$ cat config.mk
export PLATFORM = sky130hd
export DESIGN_NAME = fpu_req_arbiter
export DESIGN_NICKNAME = d
export VERILOG_FILES = /design/src/rtl/fpu_req_arbiter.sv
export SDC_FILE = /design/constraint.sdc
export NUM_CORES = 1
export LEC_CHECK = 0
export ABC_AREA = 1
export BUFFER_PORTS_ARGS = -buffer_cell sky130_fd_sc_hd__buf_2
export CAP_MARGIN = 20
export CORE_ASPECT_RATIO = 1.5
export CORE_UTILIZATION = 51
export CTS_CLUSTER_DIAMETER = 40
export DETAILED_ROUTE_END_ITERATION = 8
export PLACE_DENSITY_LB_ADDON = 0.3
export SLEW_MARGIN = 20
export SYNTH_ARGS = -nofsm -noshare
export SYNTH_HDL_FRONTEND = slang
export SYNTH_SLANG_ARGS = --single-unit
$ cat constraint.sdc
create_clock -name clock -period 2.4 [get_ports clock]
set_input_delay 0.24 -clock clock [delete_from_list [all_inputs] [get_ports clock]]
set_output_delay 0.24 -clock clock [all_outputs]
set_load 0.02 [all_outputs]
$ cat src/rtl/fpu_req_arbiter.sv
// fpu_req_arbiter
//   Shares one FPU between two requesters. Round-robin arbitration picks a
//   winner in IDLE. The winner's operands and opcode are registered into the
//   FPU and the operation is sequenced:
//     - ADD/SUB (and any unknown opcode): one settle cycle, then capture.
//     - MUL/DIV: start pulse, then wait for the matching done.
//   A watchdog turns a hung MUL/DIV into an error response (QNAN, NV flag).
//
// Ports
//   clock, resetN          clock, asynchronous active-low reset
//   req{0,1}Valid/Ready    requester handshakes (Ready is combinational)
//   req{0,1}In1/In2/Op     requester operands and opcode
//   rspValid/rspReady      response handshake
//   rspId/Result/Flags/Err response payload
//   fpuIn1/In2/Op          registered operands/opcode driven to the FPU
//   fpuStart               one-cycle start pulse for MUL/DIV
//   fpuMulDone/DivDone     FPU completion strobes
//   fpuOut/fpuFlags        FPU result and status flags

package fpu_pkg;
    typedef logic [15:0] fp16_t;
    typedef logic [2:0]  fpuOp_t;

    localparam fpuOp_t FPU_ADD = 3'd0;
    localparam fpuOp_t FPU_SUB = 3'd1;
    localparam fpuOp_t FPU_MUL = 3'd2;
    localparam fpuOp_t FPU_DIV = 3'd3;

    typedef struct packed {
        logic nv;   // invalid operation
        logic dz;   // divide by zero
        logic of;   // overflow
        logic uf;   // underflow
        logic nx;   // inexact
    } statusFlag_t;
endpackage

module fpu_req_arbiter
    import fpu_pkg::*;
#(
    parameter type         FP_T    = fp16_t,
    parameter int unsigned TIMEOUT = 64,        // must be >= 2
    parameter FP_T         QNAN    = 16'h7E00
) (
    input  logic        clock,
    input  logic        resetN,

    input  logic        req0Valid,
    output logic        req0Ready,
    input  FP_T         req0In1,
    input  FP_T         req0In2,
    input  fpuOp_t      req0Op,

    input  logic        req1Valid,
    output logic        req1Ready,
    input  FP_T         req1In1,
    input  FP_T         req1In2,
    input  fpuOp_t      req1Op,

    output logic        rspValid,
    input  logic        rspReady,
    output logic        rspId,
    output FP_T         rspResult,
    output statusFlag_t rspFlags,
    output logic        rspErr,

    output FP_T         fpuIn1,
    output FP_T         fpuIn2,
    output fpuOp_t      fpuOp,
    output logic        fpuStart,
    input  logic        fpuMulDone,
    input  logic        fpuDivDone,
    input  FP_T         fpuOut,
    input  statusFlag_t fpuFlags
);

    localparam int CW = $clog2(TIMEOUT);
    localparam statusFlag_t TIMEOUT_FLAGS = '{nv: 1'b1, default: 1'b0};

    typedef enum logic [2:0] {
        IDLE   = 3'd0,
        SETTLE = 3'd1,
        START  = 3'd2,
        WAIT   = 3'd3,
        RESP   = 3'd4
    } state_t;

    state_t          state, stateNext;
    logic            lastGrant;
    logic [CW-1:0]   wdCnt;

    logic            anyValid;
    logic            winId;
    fpuOp_t          winOp;
    logic            fpuDone;
    logic            wdExpired;

    function automatic logic isLong(input fpuOp_t op);
        return (op == FPU_MUL) || (op == FPU_DIV);
    endfunction

    // Single valid requester wins outright; on a tie the one that did not
    // win last time is chosen.
    assign anyValid  = req0Valid || req1Valid;
    assign winId     = (req0Valid && req1Valid) ? ~lastGrant : req1Valid;
    assign winOp     = winId ? req1Op : req0Op;

    // Only MUL or DIV can be latched while in WAIT, so the other done is
    // never looked at.
    assign fpuDone   = (fpuOp == FPU_MUL) ? fpuMulDone : fpuDivDone;
    assign wdExpired = (wdCnt == CW'(TIMEOUT - 1));

    always_ff @(posedge clock or negedge resetN) begin
        if (!resetN) state <= IDLE;
        else         state <= stateNext;
    end

    always_comb begin
        stateNext = state;
        req0Ready = 1'b0;
        req1Ready = 1'b0;
        fpuStart  = 1'b0;
        rspValid  = 1'b0;
        unique case (state)
            IDLE: begin
                // Gated by resetN so Ready reads 0 while reset is held.
                req0Ready = resetN && anyValid && !winId;
                req1Ready = resetN && anyValid &&  winId;
                if (anyValid) stateNext = isLong(winOp) ? START : SETTLE;
            end
            SETTLE: stateNext = RESP;
            START: begin
                fpuStart  = 1'b1;
                stateNext = WAIT;
            end
            WAIT: if (fpuDone || wdExpired) stateNext = RESP;
            RESP: begin
                rspValid = 1'b1;
                if (rspReady) stateNext = IDLE;
            end
            default: stateNext = IDLE;
        endcase
    end

    always_ff @(posedge clock or negedge resetN) begin
        if (!resetN) begin
            lastGrant <= 1'b1;
            wdCnt     <= '0;
            fpuIn1    <= '0;
            fpuIn2    <= '0;
            fpuOp     <= '0;
            rspId     <= 1'b0;
            rspResult <= '0;
            rspFlags  <= '0;
            rspErr    <= 1'b0;
        end else begin
            unique case (state)
                IDLE: if (anyValid) begin
                    fpuIn1    <= winId ? req1In1 : req0In1;
                    fpuIn2    <= winId ? req1In2 : req0In2;
                    fpuOp     <= winOp;
                    rspId     <= winId;
                    lastGrant <= winId;
                end
                SETTLE: begin
                    rspResult <= fpuOut;
                    rspFlags  <= fpuFlags;
                    rspErr    <= 1'b0;
                end
                START: wdCnt <= '0;
                WAIT: begin
                    wdCnt <= wdCnt + 1'b1;
                    // done takes priority over a coincident timeout
                    if (fpuDone) begin
                        rspResult <= fpuOut;
                        rspFlags  <= fpuFlags;
                        rspErr    <= 1'b0;
                    end else if (wdExpired) begin
                        rspResult <= QNAN;
                        rspFlags  <= TIMEOUT_FLAGS;
                        rspErr    <= 1'b1;
                    end
                end
                default: ;
            endcase
        end
    end

endmodule

# Word level (Yosys, flattened, before mapping)

Cells that the tools add are included.
W data, S select, Z words.

Register bits after elaboration: 68
Latch bits: 0
Memory bits (writable): 0
ROM bits: 0
Bits of input ports: 98
Output and inout port bits: 62
Logic and storage cells: 66
Memories: 0

Add/sub/neg operators: 1
Multipliers: 0
Div/mod/pow operators: 0
Order comparisons: 0
Eq/ne operators: 12
Shift-type cells: 0
Mux-type cells: 24
Bitwise gates (word level): 1
Reductions and logical operators: 14

Operator list:

| operator              | number |
|---|---|
| $mux W16              | 4 |
| $pmux W16 S2          | 1 |
| $eq A3 B2 Y1 const B  | 5 |
| $pmux W3 S5           | 1 |
| $mux W3               | 4 |
| $pmux W6 S2           | 1 |
| $mux W5               | 2 |
| $pmux W5 S2           | 1 |
| $mux W1               | 8 |
| $add A6 B1 Y6 const B | 1 |
| $eq A6 B6 Y1 const B  | 1 |
| $ne A2 B2 Y1 const B  | 3 |
| $logic_and A1 B1 Y1   | 4 |
| $reduce_and A2 Y1     | 2 |
| $reduce_bool A2 Y1    | 2 |
| $eq A3 B1 Y1 const B  | 1 |
| $eq A3 B3 Y1 const B  | 1 |
| $logic_not A3 Y1      | 1 |
| $logic_or A1 B1 Y1    | 3 |
| $ne A3 B3 Y1 const B  | 1 |
| $reduce_and A3 Y1     | 1 |
| $mux W2               | 1 |
| $pmux W1 S2           | 1 |
| $logic_not A1 Y1      | 1 |
| $not A1 Y1            | 1 |

# Logic depth before layout (Yosys ltp)

Word-level depth: 8
Mapped depth: 9
Gate-level depth less buffers: 9

# Worst setup path after synthesis

Ideal clock, no wire load.

Path kind: reg2out
Start: register state[2]
End: output req0Ready
Data arrival time: 1.436 ns
Required time: 2.160 ns
Setup slack: 0.724 ns
Stages on the path, launching flop included: 9
Buffers on the path: 2
Cell sequence: dfrtp_1 inv_2 nand2_1 nor2_2 o21a_1 buf_6 buf_6 nand2_1 nor2_1

Cells in the longest elaborated chain, start to end: 2

RTL lines:

| what                   | line | source |
|---|---|---|
| start, declared        | 88   | `state_t state, stateNext;` |
| start signal, assigned | 115  | `else state <= stateNext;` |
| $logic_not A3 Y1       | 124  | `unique case (state)` |
| $mux W1                | 124  |  |
| end, declared          | 49   | `output logic req0Ready,` |

No other way between the ends.

# Worst setup path after layout

Start: register lastGrant
End: output req1Ready

Cells in the longest elaborated chain, start to end: 4

RTL lines:

| what                   | line | source |
|---|---|---|
| start, declared        | 89   | `logic lastGrant;` |
| start signal, assigned | 163  | `lastGrant <= winId;` |
| $not A1 Y1             | 105  | `assign winId = (req0Valid && req1Valid) ? ~lastGrant : req1Valid;` |
| $mux W1                | 105  |  |
| $logic_and A1 B1 Y1    | 128  | `req1Ready = resetN && anyValid && winId;` |
| $mux W1                | 124  |  |
| end, declared          | 55   | `output logic req1Ready,` |

No other way between the ends.

==> results.json <==
{
  "status": "finished clean",
  "critPathKind": "register to output pin",
  "fin_crit_sh_pct": 80.4,
  "critPathLaunch": "lastGrant",
  "io_buffers": 159,
  "fin_util_pct": 69.2,
  "synth_nets": 567,
  "clk_latency_ps": 330,
  "firstDrtPassIters": 5,
  "synth_seq_cells": 68,
  "max_freq_mhz": 518,
  "netlist.area_leader.share_pct": 47.5,
  "vias": 3434,
  "relSlewSlack_pct": 50.5,
  "fillCellCount": 547,
  "layout_commonest_cell": "buf_2",
  "hold_path_class": "input port to register",
  "yosysWarnings": 0,
  "drive_gt1_share_pct": 29.9,
  "grt_pass1_wl_um": 13800,
  "grt_max_degree": 53,
  "final_cell_mix": "159 x buf_2, 108 x nand2_1, 91 x inv_1, 67 x dfrtp_1, 52 x nor2_1",
  "crit_arrival_ps": 1690,
  "die_height_um": 104,
  "wl_um": 8180,
  "initial_core_util_pct": 53.7,
  "drv_cap": 0,
  "tightest_slew_ps": 741,
  "n_antenna_cell": 0,
  "hpwl_um": 6110,
  "rows": 36,
  "ios": 160,
  "via_per_inst": 4.87,
  "critPathMaxFanout": 20,
  "setup_viol": 0,
  "finalCriticalPeriod_ps": 1930,
  "power_switching_mw": 2.55,
  "syn_area_um2": 3530,
  "first_iter_violations": 162,
  "vdd_drop_max_uv": 623,
  "required_ps": 2160,
  "gp_congestion": 0.838,
  "internal-power_mw": 3.11,
  "yosysTopAreaCell": "dfrtp_1",
  "clock_path_buffers": 2,
  "wl_per_cell_um": 11.6,
  "yosys-top-cells-area": "dfrtp_1 48%, nand2_1 11%, inv_1 9.7%",
  "grt_pass1_vias": 3203,
  "overflow": 0,
  "htree_levels": 3,
  "min_from": "fpuOut[6]",
  "totalPowerFinal_mw": 5.66,
  "drc_errors": 0,
  "drtAntennaViolNets": 0,
  "seqPwrFrac_pct": 35.1,
  "antenna_found_initial": 0,
  "synth_cell_types": 24,
  "nNetsFinal": 723,
  "ys_seq_area_share_pct": 48.2,
  "coreArea_um2": 6580,
  "p_leak_nw": 2.70,
  "startpoint_type": "register",
  "p_sw_share_pct": 45.0,
  "die_w_um": 69.9,
  "cts_tree": "done",
  "cts.reportedPaths.clkPinSlew_ps": 80,
  "pwr_density_cell_nw_per_um2": 1240,
  "r2r_start": "wdCnt[0]",
  "p_clk_share_pct": 16.6,
  "die_area_um2": 7260,
  "syn-mean-instance-area_um2": 7.54,
  "grt_setup_unrepaired": "false",
  "pwr-share-comb_pct": 48.3,
  "hold_viol": 0,
  "syn_to_final_growth_pct": 29.0,
  "finClkSkew_ps": 7.92,
  "cts_made_buffers": 9,
  "maxSlewViolCount": 0,
  "root_buffer": "clkbuf_8",
  "setup_tns_ps": 0,
  "grt_usage_pct": 23.3,
  "netlist_instances": 468,
  "endpoint_kind": "output pin",
  "clock_sinks": 68
}
critical path: stages, from the launching register on:
cell	delay [ps]
dfstp_2	530
nand2_1	90
nand2_2	310
inv_1	100
nand2_1	110
nor2_1	50
buf_2	150
cells by family after synthesis:
family	Yosys count	synth area share [%]
buffers and inverters	114	13.7
adders and majority gates	1	0.354
DFF	68	48.2
and+or+nand+nor	240	31.1
AOI/OAI and AO/OA	45	6.63
power groups by stage:
stage | logic, mW | registers [mW] | clock network (mW)
detailed placement | 2.76 | 1.99 | 0
floorplan | 1.39 | 2.55 | 0
finish | 2.74 | 1.99 | 0.939
global route | 3.03 | 2.05 | 1.01
CTS | 2.76 | 1.99 | 0.962
global placement | 2.66 | 1.99 | 0
Yosys cell counts:
cell	number
nand3b_1	34
inv_2	3
nand4_1	2
nor2_1	52
a22oi_1	1
nand3_1	40
dfrtp_1	67
o21a_1	1
clkbuf_1	8
nand2_2	1
nor2_2	1
a22o_1	1
buf_4	1
a21oi_1	2
ha_1	1
o21ai_1	37
buf_2	5
nor3_1	1
nor2_4	1
dfstp_2	1
inv_1	91
nand2_1	108
o21ai_0	3
buf_6	6
layer usage:
metal / vias up / wire [µm] / track usage, %
met4: 0 / 138 / 7.71
met5: - / 0 / 0
met1: 1552 / 3450 / 28.8
met3: 11 / 561 / 5.72
li1: 1738 / - / -
met2: 133 / 4040 / 39.5
final timing paths:
check	slack (ps)	to	depth (start not counted)
worst max-delay path	470	req1Ready	6
worst min-delay path	110	rspResult[6]	3
worst max register to register	560	rspFlags[0]	6
worst min register to register	490	lastGrant	2
max in group asynchronous	1030	rspResult[1]	3
min in group asynchronous	390	rspId	2
stage by stage:
| stage | area [µm²] | setup slack [ps] | std cells | hold slack [ps] |
|---|---|---|---|---|
| floorplan | 3530 | 724 | 468 | -55.6 |
| global placement | 4340 | 744 | 688 | 214 |
| detailed placement | 4340 | 604 | 688 | 211 |
| CTS | 4550 | 452 | 705 | 96.6 |
| global route | 4550 | 322 | 705 | 100 |
| finish | 4550 | 471 | 705 | 107 |
area by class of cell:
class / count / area [µm²] / area share [%]
timing repair buffer: 165 / 856 / 18.8
inverter: 94 / 353 / 7.75
sequential: 68 / 1700 / 37.4
tap: 76 / 95.1 / 2.09
clock inverter: 6 / 63.8 / 1.40
clock buffer: 10 / 138 / 3.02
multi-input combinational: 286 / 1350 / 29.5
registers in the layout, indices dropped and copies added (netlist names):
name	flops
fpuIn1	16
rspErr	1
wdCnt	6
fpuOp	3
rspFlags	5
state	3
fpuIn2	16
rspId	1
lastGrant	1
rspResult	16
timing repair:
action / 4_1_cts / 5_1_grt
setup buffers: 0 / 0
hold buffers: 1 / 0
resized for setup: 0 / 0
endpoints found under the hold margin: 15 / 0
(Power assumes the default switching activity.)
